File: src/rtl/player_count_ctrl.sv
// player_count_ctrl
//   Debounced up/down/reset buttons driving a saturating 0..MAX_COUNT player
//   count, kept in binary and as a BCD digit pair for the display stage.
//   Inputs are already registered upstream, so no synchronizer is used here.
// Ports
//   clk, rst_n           : clock; synchronous active-low reset
//   up, down, reset      : registered button levels (reset = soft game clear)
//   count                : binary count 0..MAX_COUNT
//   bcd_tens, bcd_ones   : BCD digits of count, registered with count
//   changed              : one-cycle pulse after an edge where count changed
//   at_zero, at_max      : count == 0 / count == MAX_COUNT

// Single-button debouncer: a level is accepted after DB_CYCLES consecutive
// edges at the new value; any return to the stable level restarts the count.
module player_count_db #(
  parameter int DB_CYCLES = 500000,
  parameter int CW        = $clog2(DB_CYCLES)
) (
  input  logic clk,
  input  logic rst_n,
  input  logic i_din,
  output logic o_stable,
  output logic o_press
);
  localparam logic [CW-1:0] LAST = CW'(DB_CYCLES - 1);

  logic          r_stable;
  logic [CW-1:0] r_cnt;
  logic          w_accept;

  assign w_accept = (i_din != r_stable) && (r_cnt == LAST);
  // Press is seen on the same edge the stable bit rises.
  assign o_press  = w_accept && i_din;
  assign o_stable = r_stable;

  always_ff @(posedge clk) begin
    if (!rst_n) begin
      r_stable <= 1'b0;
      r_cnt    <= '0;
    end else if (i_din == r_stable) begin
      r_cnt <= '0;
    end else if (w_accept) begin
      r_stable <= i_din;
      r_cnt    <= '0;
    end else begin
      r_cnt <= r_cnt + 1'b1;
    end
  end
endmodule

module player_count_ctrl #(
  parameter int DB_CYCLES = 500000,
  parameter int MAX_COUNT = 99
) (
  input  logic       clk,
  input  logic       rst_n,
  input  logic       up,
  input  logic       down,
  input  logic       reset,
  output logic [6:0] count,
  output logic [3:0] bcd_tens,
  output logic [3:0] bcd_ones,
  output logic       changed,
  output logic       at_zero,
  output logic       at_max
);
  localparam int              NUM_BTN = 3;
  localparam logic [6:0]      MAX_C   = 7'(MAX_COUNT);

  logic [NUM_BTN-1:0] w_btn, w_stable, w_press;
  logic               w_up_p, w_dn_p, w_clr;

  logic [6:0] r_count, w_nxt_count;
  logic [3:0] r_tens, r_ones, w_nxt_tens, w_nxt_ones;
  logic       r_changed;

  // Bit order: 0 = up, 1 = down, 2 = reset.
  assign w_btn = {reset, down, up};

  generate
    for (genvar g = 0; g < NUM_BTN; g++) begin : g_db
      player_count_db #(.DB_CYCLES(DB_CYCLES)) u_db (
        .clk      (clk),
        .rst_n    (rst_n),
        .i_din    (w_btn[g]),
        .o_stable (w_stable[g]),
        .o_press  (w_press[g])
      );
    end
  endgenerate

  assign w_up_p = w_press[0];
  assign w_dn_p = w_press[1];
  // Clear wins while the reset button is being pressed or held stable high.
  assign w_clr  = w_press[2] | w_stable[2];

  always_comb begin
    w_nxt_count = r_count;
    w_nxt_tens  = r_tens;
    w_nxt_ones  = r_ones;
    if (w_clr) begin
      w_nxt_count = '0;
      w_nxt_tens  = '0;
      w_nxt_ones  = '0;
    end else if (w_up_p && !w_dn_p && (r_count != MAX_C)) begin
      w_nxt_count = r_count + 7'd1;
      if (r_ones == 4'd9) begin
        w_nxt_ones = 4'd0;
        w_nxt_tens = r_tens + 4'd1;
      end else begin
        w_nxt_ones = r_ones + 4'd1;
      end
    end else if (w_dn_p && !w_up_p && (r_count != 7'd0)) begin
      w_nxt_count = r_count - 7'd1;
      if (r_ones == 4'd0) begin
        w_nxt_ones = 4'd9;
        w_nxt_tens = r_tens - 4'd1;
      end else begin
        w_nxt_ones = r_ones - 4'd1;
      end
    end
  end

  always_ff @(posedge clk) begin
    if (!rst_n) begin
      r_count   <= '0;
      r_tens    <= '0;
      r_ones    <= '0;
      r_changed <= 1'b0;
    end else begin
      r_count   <= w_nxt_count;
      r_tens    <= w_nxt_tens;
      r_ones    <= w_nxt_ones;
      // Saturated, cancelled and zero-clear events leave count equal.
      r_changed <= (w_nxt_count != r_count);
    end
  end

  assign count    = r_count;
  assign bcd_tens = r_tens;
  assign bcd_ones = r_ones;
  assign changed  = r_changed;
  assign at_zero  = (r_count == 7'd0);
  assign at_max   = (r_count == MAX_C);
endmodule

File: config.mk
export PLATFORM = sky130hd
export DESIGN_NAME = player_count_ctrl
export DESIGN_NICKNAME = d
export VERILOG_FILES = /design/src/rtl/player_count_ctrl.sv
export SDC_FILE = /design/constraint.sdc
export NUM_CORES = 1
export LEC_CHECK = 0
export CAP_MARGIN = 40
export CORE_ASPECT_RATIO = 0.7
export CORE_MARGIN = 2
export CORE_UTILIZATION = 59
export CTS_CLUSTER_SIZE = 28
export DETAILED_ROUTE_END_ITERATION = 8
export PLACE_DENSITY = 0.81
export SYNTH_ARGS = -nofsm -noshare
export SYNTH_HDL_FRONTEND = slang
export SYNTH_SLANG_ARGS = --single-unit
File: constraint.sdc
create_clock -name clk -period 2.5 [get_ports clk]
set_input_delay 0.25 -clock clk [delete_from_list [all_inputs] [get_ports clk]]
set_output_delay 0.25 -clock clk [all_outputs]
set_load 0.01 [all_outputs]
# Word level (Yosys, flattened, before mapping)
# Cells that the tools add are included.
[op_classes]
mux = 11
bitwise_logic = 5
n_reduce_logical = 25
n_eq_ne = 14
add_sub_neg = 9
[ops]
columns = ["op", "n"]
rows = [
  ["$add 19x1->19 const B", 3],
  ["$eq 19x19->1 const B", 3],
  ["$mux 4", 8],
  ["$mux 7", 3],
  ["$logic_and 1x1->1", 10],
  ["$reduce_or 3->1", 3],
  ["$add 4x1->4 const B", 2],
  ["$sub 4x1->4 const B", 2],
  ["$add 7x1->7 const B", 1],
  ["$eq 7x7->1 const B", 1],
  ["$logic_not 7->1", 1],
  ["$ne 7x7->1", 1],
  ["$ne 7x7->1 const B", 1],
  ["$reduce_bool 7->1", 1],
  ["$sub 7x1->7 const B", 1],
  ["$reduce_and 2->1", 3],
  ["$eq 4x4->1 const B", 1],
  ["$logic_not 4->1", 1],
  ["$not 1->1", 4],
  ["$reduce_bool 2->1", 2],
  ["$eq 1x1->1", 3],
  ["$ne 1x1->1", 3],
  ["$reduce_and 3->1", 1],
  ["$logic_not 1->1", 2],
  ["other kinds (3)", 3],
]
[word_totals]
output_inout_bits = 18
in_bits = 5
reg_bits = 76
wordCells = 74

# Logic depth before layout (Yosys ltp)
# Gate-level depths: netlist of run 1.
[logic_depth]
ltp_word = 10
depth_mapped = 11
ltp_nobuf = 11

# By module
# A second synthesis of run 1 with hierarchy kept.
[unflattened]
hier_cells = 449
area_unflattened_um2 = 3824.9
[by_module_without_submodules]
columns = ["module", "area_per_inst_um2", "instances", "seq_area_each_um2", "cells_per_inst"]
rows = [
  ["player_count_db at g_db[1].u_db ...", 924.6, 2, 400.4, 107],
  ["player_count_ctrl", 1046.0, 1, 320.3, 125],
  ["player_count_db at g_db[0].u_db", 929.6, 1, 400.4, 110],
]

# Least setup slack after synthesis of run 1
# Ideal clock, no wire load.
[synth_path]
path_kind = "reg-to-reg"
start = "reg g_db[0].u_db.r_cnt[0]"
end = "reg r_tens[3], in the netlist bcd_tens[3]"
setup_time_ns = 0.072
synth_period_minus_slack_ns = 2.280
path_stages_with_launch = 12
arrival_ns = 2.209
path_buffers = 0
t_required_ns = 2.428
slack_ns = 0.220
cell_sequence = "dfxtp_1 > ha_1 > nand4_2 > nor4_1 > o211a_1 > nand2_1 > ha_1 > a21oi_1 > nand2_1 > and3_1 > o21ai_1 > mux2i_1"
[synth_via]
elab_chain_len = 8
elab_cells_between_ends = 13
cone_classes = "2 x eq/ne; 1 x mux; 10 x reduce/logical"
[synth_rtl]
columns = ["element", "line", "rtl"]
rows = [
  ["start, declared", "28", "logic [CW-1:0] r_cnt;"],
  ["start signal, assigned", "46", "r_cnt <= r_cnt + 1'b1;"],
  ["$eq 19x19->1 *", "31", "assign w_accept = (i_din != r_stable) && (r_cnt == LAST);"],
  ["$logic_and 1x1->1 *", "31", ""],
  ["$logic_and 1x1->1 *", "33", "assign o_press = w_accept && i_din;"],
  ["$logic_not 1->1", "113", "end else if (w_dn_p && !w_up_p && (r_count != 7'd0)) begin"],
  ["$logic_and 1x1->1 (2 in a row)", "113", ""],
  ["$reduce_bool 2->1 (no source line)", "-", ""],
  ["$reduce_and 3->1 (no source line)", "-", ""],
  ["end signal, assigned", "132", "r_tens <= w_nxt_tens;"],
  ["end, declared", "74", "logic [3:0] r_tens, r_ones, w_nxt_tens, w_nxt_ones;"],
]
# Mark *: on every way between the ends. The rest lies on a longest branch, timed or not.
# A chain may end at the register's enable or synchronous reset.

# Worst setup path after layout of run 1
[layout_path]
start = "reg g_db[0].u_db.r_cnt[15]"
end = "reg r_tens[3], in the netlist bcd_tens[3]"
# The elaborated chain is that of the path after synthesis.

==> results by stage, run 1 <==
Placement:
- In this run the tool buffered the top-level ports with 22 buffer cells.
- Once detailed placement completed, the half-perimeter wirelength came to between 5000 and 6000 um.
- The placer's final routability congestion estimate is 0.8532.
- Before CTS, the worst setup slack after placement is -0.1159 ns.

Job:
- The number of violations of the max-capacitance limit is 0.

Critical path:
- The worst-path maximum fanout is 5.
- Counting buffers and inverters, the worst setup path is 10 cells deep.
- The kind of start point of the critical path is a register.
- Broken down by cell family, the worst path's largest delay share belongs to simple AND/OR/NAND/NOR gates.
- The longest individual stage delay on the worst path is 0.44 ns.
- The nature of the critical path endpoint is a register.
- The number of cells on the worst reg-to-reg path is 10.
- Traced cell by cell, the critical path runs through nand4bb_1 -> nor4_2 -> o211a_1 -> nand2_2 -> ha_1 -> nand3_1 -> nand2_1 -> and3_4 -> o21ai_2 -> mux2i_1.
- The critical path class is reg -> reg.
- At the worst endpoint, the arrival time is approximately 2.7 ns.
- The slowest stage of the critical path is the dfxtp_1 cell.
- Counting both buffers and inverters, the worst setup path holds a total of 0.
- The required arrival time at the worst endpoint is about 2.8 ns.

Clocking:
- The number of clock sinks seen by CTS is 76.
- The buffer type at the clock tree root is clkbuf_8.
- After clock tree synthesis, the flow added hold-fix buffers numbering 0.
- The TritonCTS clock tree is done.
- The clock passes through at most 2 buffers.
- The clock latency at the later pin of the worst-skew pair is 0.35 ns.
- The clock transition at the registers of the reported paths is about 0.08 ns.
- The number of buffers created by CTS is 9.
- The clock tree synthesis step divided the H-tree into 3 levels.

Cells and area:
- Leaving out fill and tap cells, the most frequent cell in the layout is nor2_1.
- Fill cells in the final layout number 464.
- The antenna diode count is 0.
- Registers take 1529 um2.
- The top cell types in the final layout, fill and taps aside, are nor2_1, dfxtp_1, nand2_1.
- The fraction of final layout cells with drive strength greater than 1 is 13.97%.
- Summing all multi-input logic gate instances after layout gives about 2200 um2.
- The area growth from synthesis to final layout is 22.16%.
- The final layout contains 503 nets.

Global route:
- The maximum number of pins on one net before global-route repair is 19.
- The via count of the first global-routing pass is between 3,000 and 4,000.
- Global routing finished with a remaining overflow of 0.
- In the global route stage, met2 resource usage came out at about 41%.
- The first global-routing pass estimated 14,320 um of wire.
- The global-route usage over all layers is 25.50%.
- In the global route stage, met3 resource usage came out at about 7.3%.
- The number of antenna violations at the first check in global routing is 0.
- The highest-utilization routing layer at the global route stage is met2.
- The met1 track demand over resource is about a third.

Routing:
- The post-route DRC violation count is 0.
- After detailed routing, the average wire length per cell comes to ~15 um.
- The routed layout has 3,277 vias.
- In the routed layout, each cell is associated on average with a via count of 5.729.
- The number of iterations in the first detailed-routing pass is 5.
- The remaining number of nets flagged by the antenna check after routing is 0.
- The DRC marker count from the first detailed-route iteration is between 200 and 250.
- The final layout contains routed wiring with a total length of a little under 9000 um.

Yosys:
- The number of warnings reported in the yosys synthesis log is 0.
- The netlist uses 55 different library cells.
- Counting flops with a built-in enable in the synthesized netlist gives 0.
- The average instance in the mapped netlist occupies around 8.5 um2.
- Summing the sequential cell areas from Yosys gives between 40 and 50% of the chip area.
- After synthesis the netlist holds a flip-flop and latch count of 76.
- The post-synthesis cell area is around 3700 um2.
- Synthesis handed over a netlist of 440 instances.
- The share of flip-flops with an asynchronous set or reset is 0%.
- In the synthesized netlist the dominant register cell turns out to be dfxtp_1.
- The net count of the mapped netlist is around 450.

Pwr:
- The analysis attributes to net switching a power of around 520 uW.
- The sequential fraction of design power is between 50% and 60%.
- Net switching is around 22% of the power.
- The power consumption is 2.331 mW.
- The relative contribution of combinational cells to total power is approximately 2.3%.
- The power share of the clock group is a little under half.
- The worst-case IR drop observed on VDD is approximately 0.42 mV.
- The total power divided by cell area is slightly above 500 nW/um2.
- Cell internal power was estimated by the tool at 1.810 mW.
- The leakage power is around 1.6 nW.

Timing:
- Headroom to the max-slew limit came out at ~65%.
- The number of hold violations in the final report is 0.
- Of the available clock period, the critical path in the final layout requires a little over nine tenths.
- For the finished layout, the period the worst path requires is 2.457 ns.
- The number of setup violations in the final report is 0.
- Once routing completed, OpenROAD measured the worst setup slack at approximately 0.043 ns.
- The final clock skew is about 0.010 ns.
- The peak clock frequency supported by timing is roughly 410 MHz.
- For the pin with the worst max-slew slack, the measured transition is about 0.52 ns.
- The final-report max-slew violation count is 0.

Floorplanning:
- The die is ~99 um wide.
- The initial utilization of the core area, before any placement, comes to between 60% and 70%.
- The core region area is 6186 um2.
- The initialized floorplan defines 24 standard-cell rows.
- The die covers between 6000 and 7000 um2.
- The die outline height is ~71 um.
- The total I/O pin count is 23.

Outcome:
- The run finished with clean final reports.

Min path:
- The worst hold path stage count is 1.
- The tightest min-delay check is of the reg -> reg type.
worst paths after layout:
kind	start	endpoint	slack (ns)
worst min register to register	g_db[1].u_db.r_cnt[0]	g_db[1].u_db.r_cnt[0]	0.44
worst max register to register	g_db[0].u_db.r_cnt[15]	bcd_tens[3]	0.04
worst max-delay path	g_db[0].u_db.r_cnt[15]	bcd_tens[3]	0.04
worst min-delay path	g_db[1].u_db.r_cnt[0]	g_db[1].u_db.r_cnt[0]	0.44
cell usage after synthesis, types with 2 or more instances:
cell type | number | area [um2]
and4_1 | 7 | 61.31
o2111ai_1 | 2 | 17.52
a211oi_1 | 3 | 22.52
nand4_1 | 10 | 62.56
buf_2 | 4 | 20.02
nand2b_1 | 8 | 50.05
nor4b_1 | 2 | 17.52
xnor2_1 | 25 | 219.0
nor2_1 | 83 | 311.6
a21oi_1 | 6 | 30.03
o21ai_1 | 3 | 15.01
o22ai_1 | 2 | 12.51
a21boi_0 | 2 | 15.01
nand3b_1 | 4 | 30.03
or4_1 | 3 | 22.52
clkbuf_1 | 7 | 26.28
o21ai_0 | 6 | 30.03
nand4bb_1 | 3 | 33.78
dfxtp_1 | 76 | 1521
nor2b_1 | 5 | 31.28
nand2_1 | 39 | 146.4
nor4_1 | 5 | 31.28
xor2_1 | 34 | 297.8
nor3_1 | 9 | 45.04
and3_1 | 10 | 62.56
nand3_1 | 26 | 130.1
ha_1 | 8 | 100.1
and2_1 | 3 | 18.77
or2_2 | 2 | 12.51
o32a_1 | 2 | 20.02
mux2i_1 | 7 | 70.07
inv_1 | 11 | 41.29
cell families after synthesis:
logic type / share of synthesized area [%]
AOI/OAI and AO/OA: 7.734
muxes: 1.875
xor gates and xnor gates: 13.83
buffers and inverters: 2.444
and+or+nand+nor: 30.20
DFF: 40.71
adders and majority gates: 3.214
cell type report:
type | count | share of cell area (%)
clock inverters | 6 | 2.110
clock buffers | 10 | 2.795
multi-input cells | 341 | 49.05
repair buffers | 50 | 9.427
well taps | 78 | 2.138
flip-flops and latches | 76 | 33.49
inverters | 11 | 0.9866
registers in the layout, summed over array words and instances (netlist names):
| register | count |
|---|---|
| g_db.u_db.r_cnt | 57 |
| count | 7 |
| bcd_tens | 4 |
| g_db.u_db.o_stable | 3 |
| bcd_ones | 4 |
| changed | 1 |
layer usage:
layer,up-vias,routed length [um]
met3,19,489
met4,0,139
met2,101,4258
met5,-,0
li1,1620,-
met1,1537,3914
through the flow:
stage	area, um2	util (%)	TNS (ns)	hold slack (ns)	std cells
2_1_floorplan	3737	-	0	0.3974	440
3_5_place_dp	4208	68.02	-0.1229	0.4595	555
3_3_place_gp	4208	68.02	-0.007514	0.4402	555
4_1_cts	4461	72.11	0	0.4796	572
6_report	4566	73.81	0	0.4366	572
5_1_grt	4566	73.81	-0.08041	0.4626	572
timing repair:
item / in CTS / in global routing
setup endpoints to repair: 1 / 10
pin swaps: 1 / 4
gates resized for setup: 3 / 22
setup buffers: 1 / 0
power groups by stage:
stage / combinational (mW) / sequential (mW) / clock (mW)
detailed placement: 0.0516 / 1.25 / 0
CTS: 0.0524 / 1.22 / 1.07
global route: 0.0604 / 1.22 / 1.12
global placement: 0.0505 / 1.25 / 0
floorplan: 0.0306 / 1.25 / 0
finish: 0.0548 / 1.22 / 1.06
Note: power is estimated with default switching activity, not from simulation.
==> run 2, diff against run 1 <==
Settings changed: RECOVER_POWER set to 100.
==> results by stage, run 2 (synthesized netlist as in run 1, its figures left out) <==
Routing:
- The number of iterations in the first detailed-routing pass was 5 (unchanged).
- The post-route DRC violation count was 0 (unchanged).
- The total via count after detailed routing came to 3,325 (was 3,277).
- The average routed wire per standard cell was 15.32 um (was 15.38 um).
- The detailed-route vias per instance is 5.813 (was 5.729).
- The total wirelength of the detailed-routed design came to 8763 um (was 8800 um).
- The remaining number of nets flagged by the antenna check after routing is 0 (unchanged).
- The DRC marker count from the first detailed-route iteration is 224 (was 229).

Critical path:
- The kind of start point of the critical path was a register (unchanged).
- The critical path class is reg -> reg (unchanged).
- The worst-path maximum fanout is 5 (unchanged).
- The data arrival time of the critical path is 2.71 ns (was 2.74 ns).
- The required arrival time at the worst endpoint is 2.78 ns (was 2.79 ns).
- The nature of the critical path endpoint is a register (unchanged).

Timing:
- The peak clock frequency supported by timing came to 411.1 MHz (was 406.9 MHz).
- The worst max-slew margin expressed relative to the limit is 57.31% (was 65.11%).
- The clock period minus worst slack is 2.432 ns (was 2.457 ns).
- The setup total negative slack is 0 ns (unchanged).
- The number of hold violations in the final report is 0 (unchanged).
- The number of setup violations in the final report is 0 (unchanged).
- The final clock skew is 0.01083 ns (was 0.01048 ns).
- The transition at the pin with the smallest max-transition slack was 0.6403 ns (was 0.5194 ns).
- The final cycle utilization of the critical path was 97.29% (was 98.30%).
- The final-report max-slew violation count is 0 (unchanged).

Placement:
- The half-perimeter wire length after detailed placement is 5872 um (unchanged).
- The placer's final routability congestion estimate is 0.8532 (unchanged).
- The number of I/O port buffers is 22 (unchanged).

Floorplanning:
- The initial standard-cell utilization of the core came to 60.42% (unchanged).
- The die outline area is 6997 um2 (unchanged).
- The core region area is 6186 um2 (unchanged).
- The die outline height was 70.59 um (unchanged).
- The number of cell rows is 24 (unchanged).
- The total I/O pin count is 23 (unchanged).
- The horizontal die dimension came to 99.13 um (unchanged).

Global route:
- The maximum number of pins on one net before global-route repair was 19 (unchanged).
- The overflow left after global routing came to 0 (unchanged).
- The global-route usage over all layers is 25.50% (unchanged).
- The first-pass GRT wire length was 14,320 um (unchanged).
- The number of antenna violations at the first check in global routing is 0 (unchanged).
- The via count of the first global-routing pass is 3,128 (unchanged).

Clocking:
- The number of clock sinks seen by CTS was 76 (unchanged).
- The clock latency at the later pin of the worst-skew pair is 0.35 ns (about the same).
- The TritonCTS clock tree is done (unchanged).
- The clock transition at the registers of the reported paths is 0.08 ns (about the same).
- The deepest clock path buffer count is 2 (unchanged).
- The buffer type at the clock tree root is clkbuf_8 (unchanged).
- The depth of the CTS H-tree came to 3 (unchanged).
- The number of buffers created by CTS was 9 (unchanged).

Cells and area:
- The filler cell count is 471 (was 464).
- The register bank with the most flops is g_db.u_db.r_cnt (unchanged).
- The number of flip-flops in the largest register was 57 (unchanged).
- The final net count was 503 (unchanged).
- The area growth from synthesis to final layout was 21.69% (was 22.16%).
- Commonest non-fill, non-tap cells in the layout: nor2_1, dfxtp_1, nand2_1 (unchanged).
- The leading cell type in the layout, fill and taps excluded is nor2_1 (unchanged).
- The antenna diode count is 0 (unchanged).
- The fraction of final layout cells with drive strength greater than 1 is 12.96% (was 13.97%).

Pwr:
- The total power divided by cell area is 511.1 nW/um2 (was 510.5 nW/um2).
- The power consumption was 2.325 mW (was 2.331 mW).
- The leakage power was 1.657 nW (was 1.617 nW).
- The largest voltage drop on the vdd net is 0.4232 mV (was 0.4248 mV).

Outcome:
- Status: finished clean (unchanged).

Min path:
- The class of the tightest hold or removal check is reg -> reg (unchanged).

Job:
- The number of violations of the max-capacitance limit was 0 (unchanged).
run 2: changes by cell type in the layout (fill, tap and decap cells not counted), sizes merged:
cell	change
clkdlybuf4s50	-17
dlygate4sd3	+17
buf	-6
clkbuf	+6
run 2: worst max-delay path: stages, from the launching register on:
cell and delay (ns):
dfxtp_1 0.44, nand4bb_1 0.20, nor4_2 0.35, o211a_1 0.28
nand2_2 0.11, ha_1 0.28, nand3_1 0.10, nand2_1 0.08
and3_4 0.19, o21ai_2 0.11, mux2i_1 0.20
run 2: final cells by class:
type | instances | area (um2) | share of cell area (%)
clock buffers | 10 | 127.6 | 2.806
clock inverters | 6 | 96.34 | 2.118
inverters | 11 | 45.04 | 0.9904
multi-input cells | 341 | 2240 | 49.24
flip-flops and latches | 76 | 1529 | 33.62
well taps | 78 | 97.59 | 2.146
repair buffers | 50 | 412.9 | 9.078
run 2: power by group:
| group | switching (mW) | internal (mW) | total, mW |
|---|---|---|---|
| Combinational | 0.0334 | 0.0183 | 0.0517 |
| Sequential | 0.00549 | 1.21 | 1.22 |
| Clock | 0.479 | 0.574 | 1.05 |
run 2: path summary, 6_finish.rpt:
| path | startpoint | end | slack, ns | cells past startpoint |
|---|---|---|---|---|
| min | g_db[1].u_db.r_cnt[0] | g_db[1].u_db.r_cnt[0] | 0.44 | 1 |
| min reg2reg | g_db[1].u_db.r_cnt[0] | g_db[1].u_db.r_cnt[0] | 0.44 | 1 |
| max reg2reg | g_db[0].u_db.r_cnt[15] | bcd_tens[3] | 0.07 | 10 |
| max | g_db[0].u_db.r_cnt[15] | bcd_tens[3] | 0.07 | 10 |
run 2: what timing repair did:
action,CTS,global route
buffers inserted,1,0
pin swaps,1,4
resized for setup,3,22
hold buffers,0,0
endpoints found under the setup margin,1,10
gates cloned,0,0
run 2: through the flow:
stage	hold slack, ns	setup slack, ns	std cells	util [%]	cell area [um2]
final	0.4366	0.06775	572	73.52	4548
after global routing	0.4626	-0.08041	572	73.52	4548
after floorplan	0.3974	0.2198	440	-	3737
after detailed placement	0.4595	-0.1159	555	68.02	4208
after CTS	0.4796	0.02428	572	72.11	4461
after global placement	0.4402	-0.007514	555	68.02	4208
run 2: routing by layer:
metal  vias to the layer above  global-route usage, %  wire (um)
li1                       1618                      -          -
met1                      1563                  33.58       3861
met2                       124                  40.69       4220
met3                        20                  7.312        541
met4                         0                  8.676        140
met5                         -                      0          0
